==> config.mk <==
export PLATFORM = sky130hd
export DESIGN_NAME = hdb3_bnzs_encoder_flat
export DESIGN_NICKNAME = d
export VERILOG_FILES = /design/src/rtl/hdb3_bnzs_encoder_if.sv /design/src/rtl/hdb3_bnzs_encoder.sv /design/src/flat_wrapper.sv
export SDC_FILE = /design/constraint.sdc
export NUM_CORES = 1
export LEC_CHECK = 0
export ABC_AREA = 1
export ABC_CLOCK_PERIOD_IN_PS = 1100
export CAP_MARGIN = 20
export CORE_MARGIN = 2
export CORE_UTILIZATION = 49
export DETAILED_ROUTE_END_ITERATION = 8
export MAX_ROUTING_LAYER = met4
export PLACE_DENSITY = 0.72
export SLEW_MARGIN = 30
export SYNTH_ARGS = -nofsm -noshare
export SYNTH_HDL_FRONTEND = slang
export SYNTH_SLANG_ARGS = --single-unit
==> constraint.sdc <==
create_clock -name clk -period 1.1 [get_ports clk]
set_input_delay 0.33 -clock clk [delete_from_list [all_inputs] [get_ports clk]]
set_output_delay 0.33 -clock clk [all_outputs]
set_load 0.02 [all_outputs]
==> src/rtl/hdb3_bnzs_encoder_if.sv <==
// Stream bundle for hdb3_bnzs_encoder: NRZ input side plus bipolar P/N output side.
// ami_mode exists only when HDB3_AMI_MODE_EN is defined.
interface hdb3_bnzs_encoder_if;
  logic in_valid;
  logic din;
  logic out_valid;
  logic pos;
  logic neg;
  logic sub_event;
`ifdef HDB3_AMI_MODE_EN
  logic ami_mode;

  modport master (output in_valid, din, ami_mode, input out_valid, pos, neg, sub_event);
  modport slave  (input in_valid, din, ami_mode, output out_valid, pos, neg, sub_event);
`else
  modport master (output in_valid, din, input out_valid, pos, neg, sub_event);
  modport slave  (input in_valid, din, output out_valid, pos, neg, sub_event);
`endif
endinterface

==> src/rtl/hdb3_bnzs_encoder.sv <==
// hdb3_bnzs_encoder: BnZS / HDB3 zero-substitution line encoder.
// ZERO_RUN=4 gives HDB3, ZERO_RUN=3 gives B3ZS. Stage 1 classifies each
// accepted bit into a ZERO_RUN-deep delay line (with retroactive B rewrite),
// stage 2 assigns AMI polarity at the delay-line exit.
// Optional macro HDB3_AMI_MODE_EN adds bus.ami_mode (plain AMI, no substitution).
module hdb3_bnzs_encoder #(
  parameter int ZERO_RUN = 4,
  parameter int CNT_W    = 3
) (
  input logic                  clk,
  input logic                  reset,
  hdb3_bnzs_encoder_if.slave   bus
);

  localparam int PW = $clog2(ZERO_RUN + 1);

  typedef enum logic [1:0] {
    SYM_ZERO = 2'd0,
    SYM_MARK = 2'd1,
    SYM_V    = 2'd2,
    SYM_B    = 2'd3
  } sym_t;

  sym_t             dl [ZERO_RUN];
  sym_t             cls;
  sym_t             exit_sym;
  logic [CNT_W-1:0] cnt;
  logic [CNT_W-1:0] cnt_nxt;
  logic             parity;
  logic             parity_nxt;
  logic             rewrite_b;
  logic             subst_en;
  logic [PW-1:0]    prime;
  logic             primed;
  logic             last_pol;   // 0 = negative, 1 = positive
  logic             accept;

`ifdef HDB3_AMI_MODE_EN
  logic ami_prev;
`endif

  assign accept   = bus.in_valid;
  assign exit_sym = dl[ZERO_RUN-1];
  assign primed   = (prime == PW'(ZERO_RUN));

  // Stage 1 classification of the incoming bit
  always_comb begin
    cls        = SYM_ZERO;
    cnt_nxt    = cnt;
    parity_nxt = parity;
    rewrite_b  = 1'b0;
    subst_en   = 1'b1;
`ifdef HDB3_AMI_MODE_EN
    subst_en   = !(bus.ami_mode || (bus.ami_mode != ami_prev));
`endif
    if (!subst_en) begin
      cls        = bus.din ? SYM_MARK : SYM_ZERO;
      cnt_nxt    = '0;
      parity_nxt = 1'b0;
    end else if (bus.din) begin
      cls        = SYM_MARK;
      cnt_nxt    = '0;
      parity_nxt = ~parity;
    end else if (cnt == CNT_W'(ZERO_RUN - 1)) begin
      cls        = SYM_V;
      cnt_nxt    = '0;
      parity_nxt = 1'b0;
      rewrite_b  = ~parity;
    end else begin
      cls        = SYM_ZERO;
      cnt_nxt    = cnt + CNT_W'(1);
    end
  end

  // Zero counter, pulse parity and priming counter
  always_ff @(posedge clk or posedge reset) begin
    if (reset) begin
      cnt      <= '0;
      parity   <= 1'b0;
      prime    <= '0;
`ifdef HDB3_AMI_MODE_EN
      ami_prev <= 1'b0;
`endif
    end else if (accept) begin
      cnt    <= cnt_nxt;
      parity <= parity_nxt;
      if (!primed) prime <= prime + PW'(1);
`ifdef HDB3_AMI_MODE_EN
      ami_prev <= bus.ami_mode;
`endif
    end
  end

  // Delay line shift; an even-parity V rewrites the oldest zero of its run
  // (which lands in the last slot after this shift) to B
  always_ff @(posedge clk or posedge reset) begin
    if (reset) begin
      for (int unsigned i = 0; i < ZERO_RUN; i++) dl[i] <= SYM_ZERO;
    end else if (accept) begin
      for (int unsigned i = 1; i < ZERO_RUN; i++) dl[i] <= dl[i-1];
      dl[0] <= cls;
      if (rewrite_b) dl[ZERO_RUN-1] <= SYM_B;
    end
  end

  // Stage 2 polarity assignment at the delay-line exit
  always_ff @(posedge clk or posedge reset) begin
    if (reset) begin
      bus.out_valid <= 1'b0;
      bus.sub_event <= 1'b0;
      bus.pos       <= 1'b0;
      bus.neg       <= 1'b0;
      last_pol      <= 1'b0;
    end else if (accept) begin
      bus.out_valid <= primed;
      bus.sub_event <= primed && (exit_sym == SYM_V);
      if (primed) begin
        case (exit_sym)
          SYM_MARK, SYM_B: begin
            bus.pos  <= ~last_pol;
            bus.neg  <= last_pol;
            last_pol <= ~last_pol;
          end
          SYM_V: begin
            bus.pos <= last_pol;
            bus.neg <= ~last_pol;
          end
          default: begin
            bus.pos <= 1'b0;
            bus.neg <= 1'b0;
          end
        endcase
      end
    end else begin
      bus.out_valid <= 1'b0;
      bus.sub_event <= 1'b0;
    end
  end

endmodule

==> src/flat_wrapper.sv <==
// flat-port wrapper written by rule: the top's interface ports become plain ports
module hdb3_bnzs_encoder_flat 
#(
  parameter int ZERO_RUN = 4,
  parameter int CNT_W    = 3
)
  (clk, reset, bus_in_valid, bus_din, bus_out_valid, bus_pos, bus_neg, bus_sub_event);
  hdb3_bnzs_encoder_if bus_i ();
  input logic clk;
  input logic reset;
  input wire logic [$bits(bus_i.in_valid)-1:0] bus_in_valid;
  input wire logic [$bits(bus_i.din)-1:0] bus_din;
  output wire logic [$bits(bus_i.out_valid)-1:0] bus_out_valid;
  output wire logic [$bits(bus_i.pos)-1:0] bus_pos;
  output wire logic [$bits(bus_i.neg)-1:0] bus_neg;
  output wire logic [$bits(bus_i.sub_event)-1:0] bus_sub_event;
  assign bus_i.in_valid = bus_in_valid;
  assign bus_i.din = bus_din;
  assign bus_out_valid = bus_i.out_valid;
  assign bus_pos = bus_i.pos;
  assign bus_neg = bus_i.neg;
  assign bus_sub_event = bus_i.sub_event;
  hdb3_bnzs_encoder #(.ZERO_RUN(ZERO_RUN), .CNT_W(CNT_W)) u_core (.clk(clk), .reset(reset), .bus(bus_i));
endmodule
==> Word-level counts from Yosys, hierarchy flattened <==
Cells that the tools add are included.
{ "word_totals": {"regBits": 20, "inputBits": 4, "output_inout_bits": 4, "wordCells": 42} }
{ "op_classes": {"add_sub_neg": 2, "n_eq_ne": 5, "mux": 13, "bitwise_logic": 3, "n_reduce_logical": 7} }
{ "ops": {"columns": ["cell", "n"], "rows": [
  ["$add 3x1->3 const B", 2],
  ["$mux 1", 6],
  ["$mux 2", 3],
  ["$mux 3", 2],
  ["$reduce_and 2->1", 3],
  ["$eq 2x2->1 const B", 2],
  ["$pmux 1 s2", 2],
  ["$eq 3x2->1 const B", 1],
  ["$eq 3x3->1 const B", 1],
  ["$not 1->1", 3],
  ["$reduce_and 3->1", 1],
  ["$eq 2x1->1 const B", 1],
  ["$reduce_bool 2->1", 1],
  ["$reduce_or 2->1", 1],
  ["$logic_and 1x1->1", 1]
]} }

==> Longest topological paths before layout <==
Gate-level depths: netlist of run 1.
{ "logic_depth": {"word_depth": 4, "ltp_mapped": 6, "ltp_nobuf": 6} }

==> Worst setup path before layout of run 1 <==
OpenSTA, ideal clock, no wires.
{ "synth_path": {"path_type": "register -> register", "from": "register u_core.prime[0]", "to": "register u_core.prime[0]", "setup_ns": 0.125, "t_arrival_ns": 0.918, "required_time_ns": 0.975, "path_slack_ns": 0.057, "stages_incl_launch_ff": 6, "path_buffers": 0, "period_less_slack_ns": 1.043, "cell_sequence": "dfrtp_1 inv_1 ha_1 nand2_2 nand2_1 xor2_1"} }
{ "synth_via": {"elab_chain_cells": 3, "word_cells_on_any_way": 4, "cone_classes": "1 x add/sub; 1 x eq/ne; 1 x bitwise; 1 x reduce/logical"} }
{ "synth_lines": {"columns": ["item", "line", "source"], "rows": [
  ["start, declared", "hdb3_bnzs_encoder.sv:33", "logic [PW-1:0] prime;"],
  ["start signal, assigned", "hdb3_bnzs_encoder.sv:87", "if (!primed) prime <= prime + PW'(1);"],
  ["parallel branches: the longest is 3 deep, another holds $add 3x1->3", null, null]
]} }
Several ways; the timed one is not identified.
A chain may end at the register's enable or synchronous reset.

==> Worst setup path after layout of run 1 <==
{ "layout_path": {"from": "register u_core.bus.pos", "to": "output port bus_pos"} }
{ "layout_rtl": {"columns": ["item", "line", "source"], "rows": [
  ["start, declared", "hdb3_bnzs_encoder_if.sv:17", "modport slave (input in_valid, din, output out_valid, pos, neg, sub_event);"],
  ["start signal, assigned", "hdb3_bnzs_encoder.sv:120", "bus.pos <= ~last_pol;"],
  ["start signal, assigned", "hdb3_bnzs_encoder.sv:125", "bus.pos <= last_pol;"],
  ["end, declared", "flat_wrapper.sv:14", "output wire logic [$bits(bus_i.pos)-1:0] bus_pos;"]
]} }
No word-level cell between the ends.

==> results of run 1 <==
## layer usage
metal	part of all wire (%)	up-vias	track usage [%]	routed length, µm
met2	52	8	27.9	892
met4	0.64	0	8.33	11
met5	0	-	-	0
li1	-	338	-	-
met3	2.1	2	3.46	35
met1	45	321	21.7	766
## where the power goes
group | leakage [µW] | switching, µW | internal, µW | total [µW]
sequential | 0.000255 | 149 | 896 | 1040
combinational | 0.000316 | 395 | 422 | 817
clock | 0.0000138 | 209 | 127 | 336
## layout make-up
type / count / area, µm²
Inverter: 13 / 53.8
Multi-Input combinational cell: 62 / 388
Fill cell: 146 / 562
Sequential cell: 20 / 500
Tap cell: 25 / 31.3
Clock buffer: 3 / 22.5
Timing Repair Buffer: 17 / 169
## final timing paths
| check | from | to | slack (ps) | cells after the start |
|---|---|---|---|---|
| worst max-delay path | u_core.bus.pos | bus_pos | -60 | 1 |
| worst min-delay path | reset | u_core.bus.neg | 340 | 3 |
| min in group clk | bus_in_valid | u_core.bus.sub_event | 470 | 4 |
| worst max register to register | u_core.prime[0] | u_core.last_pol | 10 | 6 |
| max in group asynchronous | reset | u_core.exit_sym[0] | 630 | 3 |
| worst min register to register | u_core.dl[5] | u_core.dl[3] | 490 | 2 |
## cells by family after synthesis
| family | count (synthesis) | share of synthesized area (%) |
|---|---|---|
| adders and majority gates | 3 | 4.16 |
| buffers and inverters | 16 | 9.69 |
| DFF | 20 | 55.4 |
| xor gates and xnor gates | 2 | 1.94 |
| and+or+nand+nor | 47 | 23.0 |
| AOI/OAI and AO/OA | 10 | 5.82 |
## metrics by stage
| stage | area (µm²) | setup WS [ps] | power [µW] |
|---|---|---|---|
| floorplan | 903 | 56.9 | 1400 |
| global placement | 1030 | -299 | 1600 |
| detailed placement | 1030 | -315 | 1620 |
| CTS | 1090 | -73.0 | 2100 |
| global route | 1160 | -98.5 | 2340 |
| finish | 1160 | -63.8 | 2200 |
## Yosys cell counts, drive strengths merged
cell / count / area share, %
a22oi: 1 / 0.83
a21oi: 4 / 2.2
o21ai: 5 / 2.8
dfrtp: 20 / 55
nand3: 9 / 5.5
xnor2: 1 / 0.97
inv: 13 / 6.0
ha: 3 / 4.2
nand2: 29 / 12
buf: 3 / 3.7
xor2: 1 / 0.97
nor2: 9 / 5.1
## flip-flops by register name, indices dropped and copies added, names as in the netlist
name / count
u_core.parity: 1
u_core.cnt: 3
u_core.bus.pos: 1
u_core.exit_sym: 2
u_core.bus.out_valid: 1
u_core.last_pol: 1
u_core.dl: 6
u_core.prime: 3
u_core.bus.sub_event: 1
u_core.bus.neg: 1
## what timing repair did
action | 4_1_cts | 5_1_grt
pin swaps | 3 | 10
buffers inserted | 2 | 2
gates resized for setup | 29 | 15
endpoints found under the setup margin | 10 | 15
==> impl_metrics.tcl, run 1 <==
set metrics [dict create \
    drc 0 \
    maxCapViolCount 0 \
    fin_crit_sh_pct 106 \
    cts_tree "built" \
    ios 8 \
    die_h_um 46.9 \
    fin_crit_ps 1160 \
    skew_ps 4.62 \
    leakagePower_uw 0.000584 \
    synth_warnings 0 \
    initial_core_util_pct 52.3 \
    grt_overflow 0 \
    synthesis.area_um2 903 \
    critPathLaunchType "flop" \
    violations "setup timing" \
    crit_slowest_cell "dfrtp_1" \
    drt_iter0_markers 11 \
    portBuffers 7 \
    status "finished with violations" \
    nNetsFinal 124 \
    cts-htree-levels 1 \
    finalHoldViolCount 0 \
    end_kind "primary output" \
    setup_ws_ps -63.8 \
    ys_types 18 \
    chipWidth_um 46.9 \
    grt_pass1_vias 592 \
    grt_pass1_wl_mm 2.55 \
    cts_buffer_depth 2 \
    slew_headroom_pct 84.7 \
    grtUsageTotal_pct 17.7 \
    synth_area_per_cell_um2 9.22 \
    antenna_found_initial 0 \
    postRouteAntennaNets 0 \
    area_growth_pct 28.9 \
    crit_family "flip-flops" \
    instances_no_fill 140 \
    dp.cells 133 \
    cp_max_fo 2 \
    holdCritPathClass "in2async" \
    clockRootBuffer "clkbuf_4" \
    fin_util_pct 67.5 \
    required_ps 770 \
    ir_worst_vdd_mv 0.984 \
    drive_gt1_share_pct 32.2 \
    antenna_cells 0 \
    finalSetupTns_ps -204 \
    viasPerCell 4.78 \
    clk_latency_ps 290 \
    dp_hpwl_mm 1.12 \
    path_class "reg2out" \
    dr.pass1.iters 4 \
    worst_pin_slew_ps 230 \
    cts_made_buffers 3 \
    drv_slew 0 \
    grt_max_degree 21 \
    die_area_mm2 0.00220 \
    max_freq_ghz 0.859 \
    wl_mm 1.71 \
    synth-seq-cells 20 \
    final_cell_mix "nand2_1, dfrtp_1, inv_1, buf_4, nand3_2" \
    num_rows 15 \
    p_per_area_mw_per_mm2 1890 \
    arrival_ps 830 \
    yosysSeqAreaShare_pct 55.4 \
    rsz0062_at_grt "yes" \
    vias 669 \
    layout_commonest_cell "nand2_1" \
    drt-wirelength-per-cell_um 12.2 \
    netlist_instances 98 \
    path_clk_slew_ps 110 \
    setup_viol 4 \
    routabilityCongestion 0.869 \
    synth_nets 105 \
    cts.sinks 20 \
    ctsHoldBuffers 0 \
    hold_ws_ps 340 \
    coreArea_mm2 0.00173 \
    max_stage_delay_ps 410 \
    cp_cell_sequence "buf_6" \
    worst-path-buf-inv 1 \
]
(Power assumes the default switching activity.)
==> run 2, diff against run 1 <==
Settings changed: CTS_CLUSTER_SIZE set to 25, TNS_END_PERCENT set to 50.
==> run 2 against run 1 <==
The flow still finishes with violations (setup timing). Global-route usage unchanged. Critical endpoint unchanged. Setup slack better by 2.9 ps. Fmax up 0.25%. Critical path depth unchanged. Power down 1.2%. Largest cell class unchanged. Combinational power down 2%. Clock-buffer cell count unchanged. Highest routed layer unchanged. First-iteration DRC count down 27%. Clock skew down 3.7 ps. Critical path type unchanged.
==> impl_metrics.tcl, run 2 (synthesis gave the netlist of run 1 again) <==
set metrics [dict create \
    finalInstanceArea_mm2 0.00115 \
    path_clk_slew_ps 100 \
    dp_hpwl_mm 1.12 \
    viasPerCell 4.73 \
    ir_worst_vdd_mv 0.965 \
    status "finished with violations" \
    initial_core_util_pct 52.3 \
    slew_headroom_pct 83.9 \
    instances_no_fill 140 \
    cts_made_buffers 3 \
    grt_max_degree 21 \
    drt_iter0_markers 8 \
    antenna_cells 0 \
    area_growth_pct 27.3 \
    antenna_found_initial 0 \
    portBuffers 7 \
    final_cell_mix "nand2_1, dfrtp_1, inv_1, buf_4, nand3_1" \
    path_class "reg2out" \
    postRouteAntennaNets 0 \
    cp_max_fo 2 \
    critPathLaunchType "flop" \
    violations "setup timing" \
    drt-wirelength-per-cell_um 12.0 \
    arrival_ps 830 \
    cts-htree-levels 1 \
    top_regs "u_core.dl x6, u_core.cnt x3, u_core.prime x3" \
    maxCapViolCount 0 \
    skew_ps 0.899 \
    setup_viol 4 \
    grt_pass1_vias 592 \
    chipWidth_um 46.9 \
    max_freq_ghz 0.861 \
    worst_pin_slew_ps 242 \
    crit_slowest_cell "dfrtp_1" \
    hold_ws_ps 344 \
    drc 0 \
    grt_pass1_wl_mm 2.55 \
    fin_crit_ps 1160 \
    ios 8 \
    fin_crit_sh_pct 106 \
    largest_reg_flops 6 \
    cts.sinks 20 \
    holdCritPathClass "in2async" \
    dr.pass1.iters 4 \
    coreArea_mm2 0.00173 \
    dp.cells 133 \
    worst-path-buf-inv 1 \
    die_h_um 46.9 \
    drive_gt1_share_pct 29.6 \
    routabilityCongestion 0.869 \
    clk_latency_ps 290 \
    num_rows 15 \
    setup_ws_ps -61.0 \
    ctsHoldBuffers 0 \
    clockRootBuffer "clkbuf_4" \
    top_register "u_core.dl" \
    wl_mm 1.67 \
    cts_tree "built" \
    grtUsageTotal_pct 17.7 \
    nNetsFinal 124 \
    crit_family "flip-flops" \
    placed_cell_area_mm2 0.00103 \
    finalHoldViolCount 0 \
    cts_buffer_depth 2 \
    cp_cell_sequence "buf_6" \
    p_per_area_mw_per_mm2 1890 \
    grt_overflow 0 \
    layout_commonest_cell "nand2_1" \
    die_area_mm2 0.00220 \
    end_kind "primary output" \
    vias 662 \
    drv_slew 0 \
    leakagePower_uw 0.000578 \
    required_ps 770 \
    rsz0062_at_grt "yes" \
    max_stage_delay_ps 400 \
]
==> run 2: cell count changes in the layout (fill, tap and decap cells not counted) <==
cell | before | now
nand3_2 | 6 | 3
nand3_1 | 3 | 6
==> run 2: power by group <==
part | switching (µW) | leakage, µW | internal [µW]
sequential | 145 | 0.000255 | 896
combinational | 381 | 0.000310 | 418
clock | 205 | 0.0000138 | 127
total | 730 | 0.000578 | 1440
==> run 2: area by class of cell <==
type	instances	area [µm²]
Sequential cell	20	500
Inverter	13	53.8
Multi-Input combinational cell	62	373
Tap cell	25	31.3
Timing Repair Buffer	17	169
Clock buffer	3	22.5
Fill cell	151	577
==> run 2: stage by stage <==
step	util, %	TNS (ps)	worst slack, ps	power (µW)
final	66.6	-192	-61.0	2170
after global routing	66.6	-396	-98.5	2320
after CTS	63.0	-238	-73.0	2100
after detailed placement	59.6	-5070	-315	1620
after global placement	59.6	-4830	-299	1600
after floorplan	-	0	56.9	1400
==> run 2: worst reg2reg max path, stage by stage (launching register included) <==
cell and delay, ps:
dfrtp_1 400, inv_2 90, ha_4 170, nand2_4 70
nor2_4 130, nand3_1 90, nand3_1 80
==> run 2: worst paths after layout <==
check | from | endpoint | slack [ps] | cells past startpoint
min | reset | u_core.bus.neg | 340 | 3
max | u_core.bus.pos | bus_pos | -60 | 1
max in group asynchronous | reset | u_core.exit_sym[0] | 630 | 3
min reg2reg | u_core.dl[5] | u_core.dl[3] | 490 | 2
min in group clk | bus_in_valid | u_core.bus.sub_event | 470 | 4
max reg2reg | u_core.prime[0] | u_core.bus.pos | 30 | 6
==> run 2: per-layer routing <==
layer	wire (µm)	share of wire [%]	GRT usage [%]	vias up
met1	757	45	21.7	312
met4	23	1.4	8.33	0
met2	859	51	27.9	11
li1	-	-	-	337
met5	0	0	-	-
met3	32	1.9	3.46	2
==> run 2: what timing repair did <==
| action | in CTS | in global routing |
|---|---|---|
| buffers inserted | 2 | 2 |
| endpoints found under the setup margin | 10 | 15 |
| gates resized for setup | 29 | 12 |
| gates cloned | 0 | 0 |
| pin swaps | 3 | 8 |
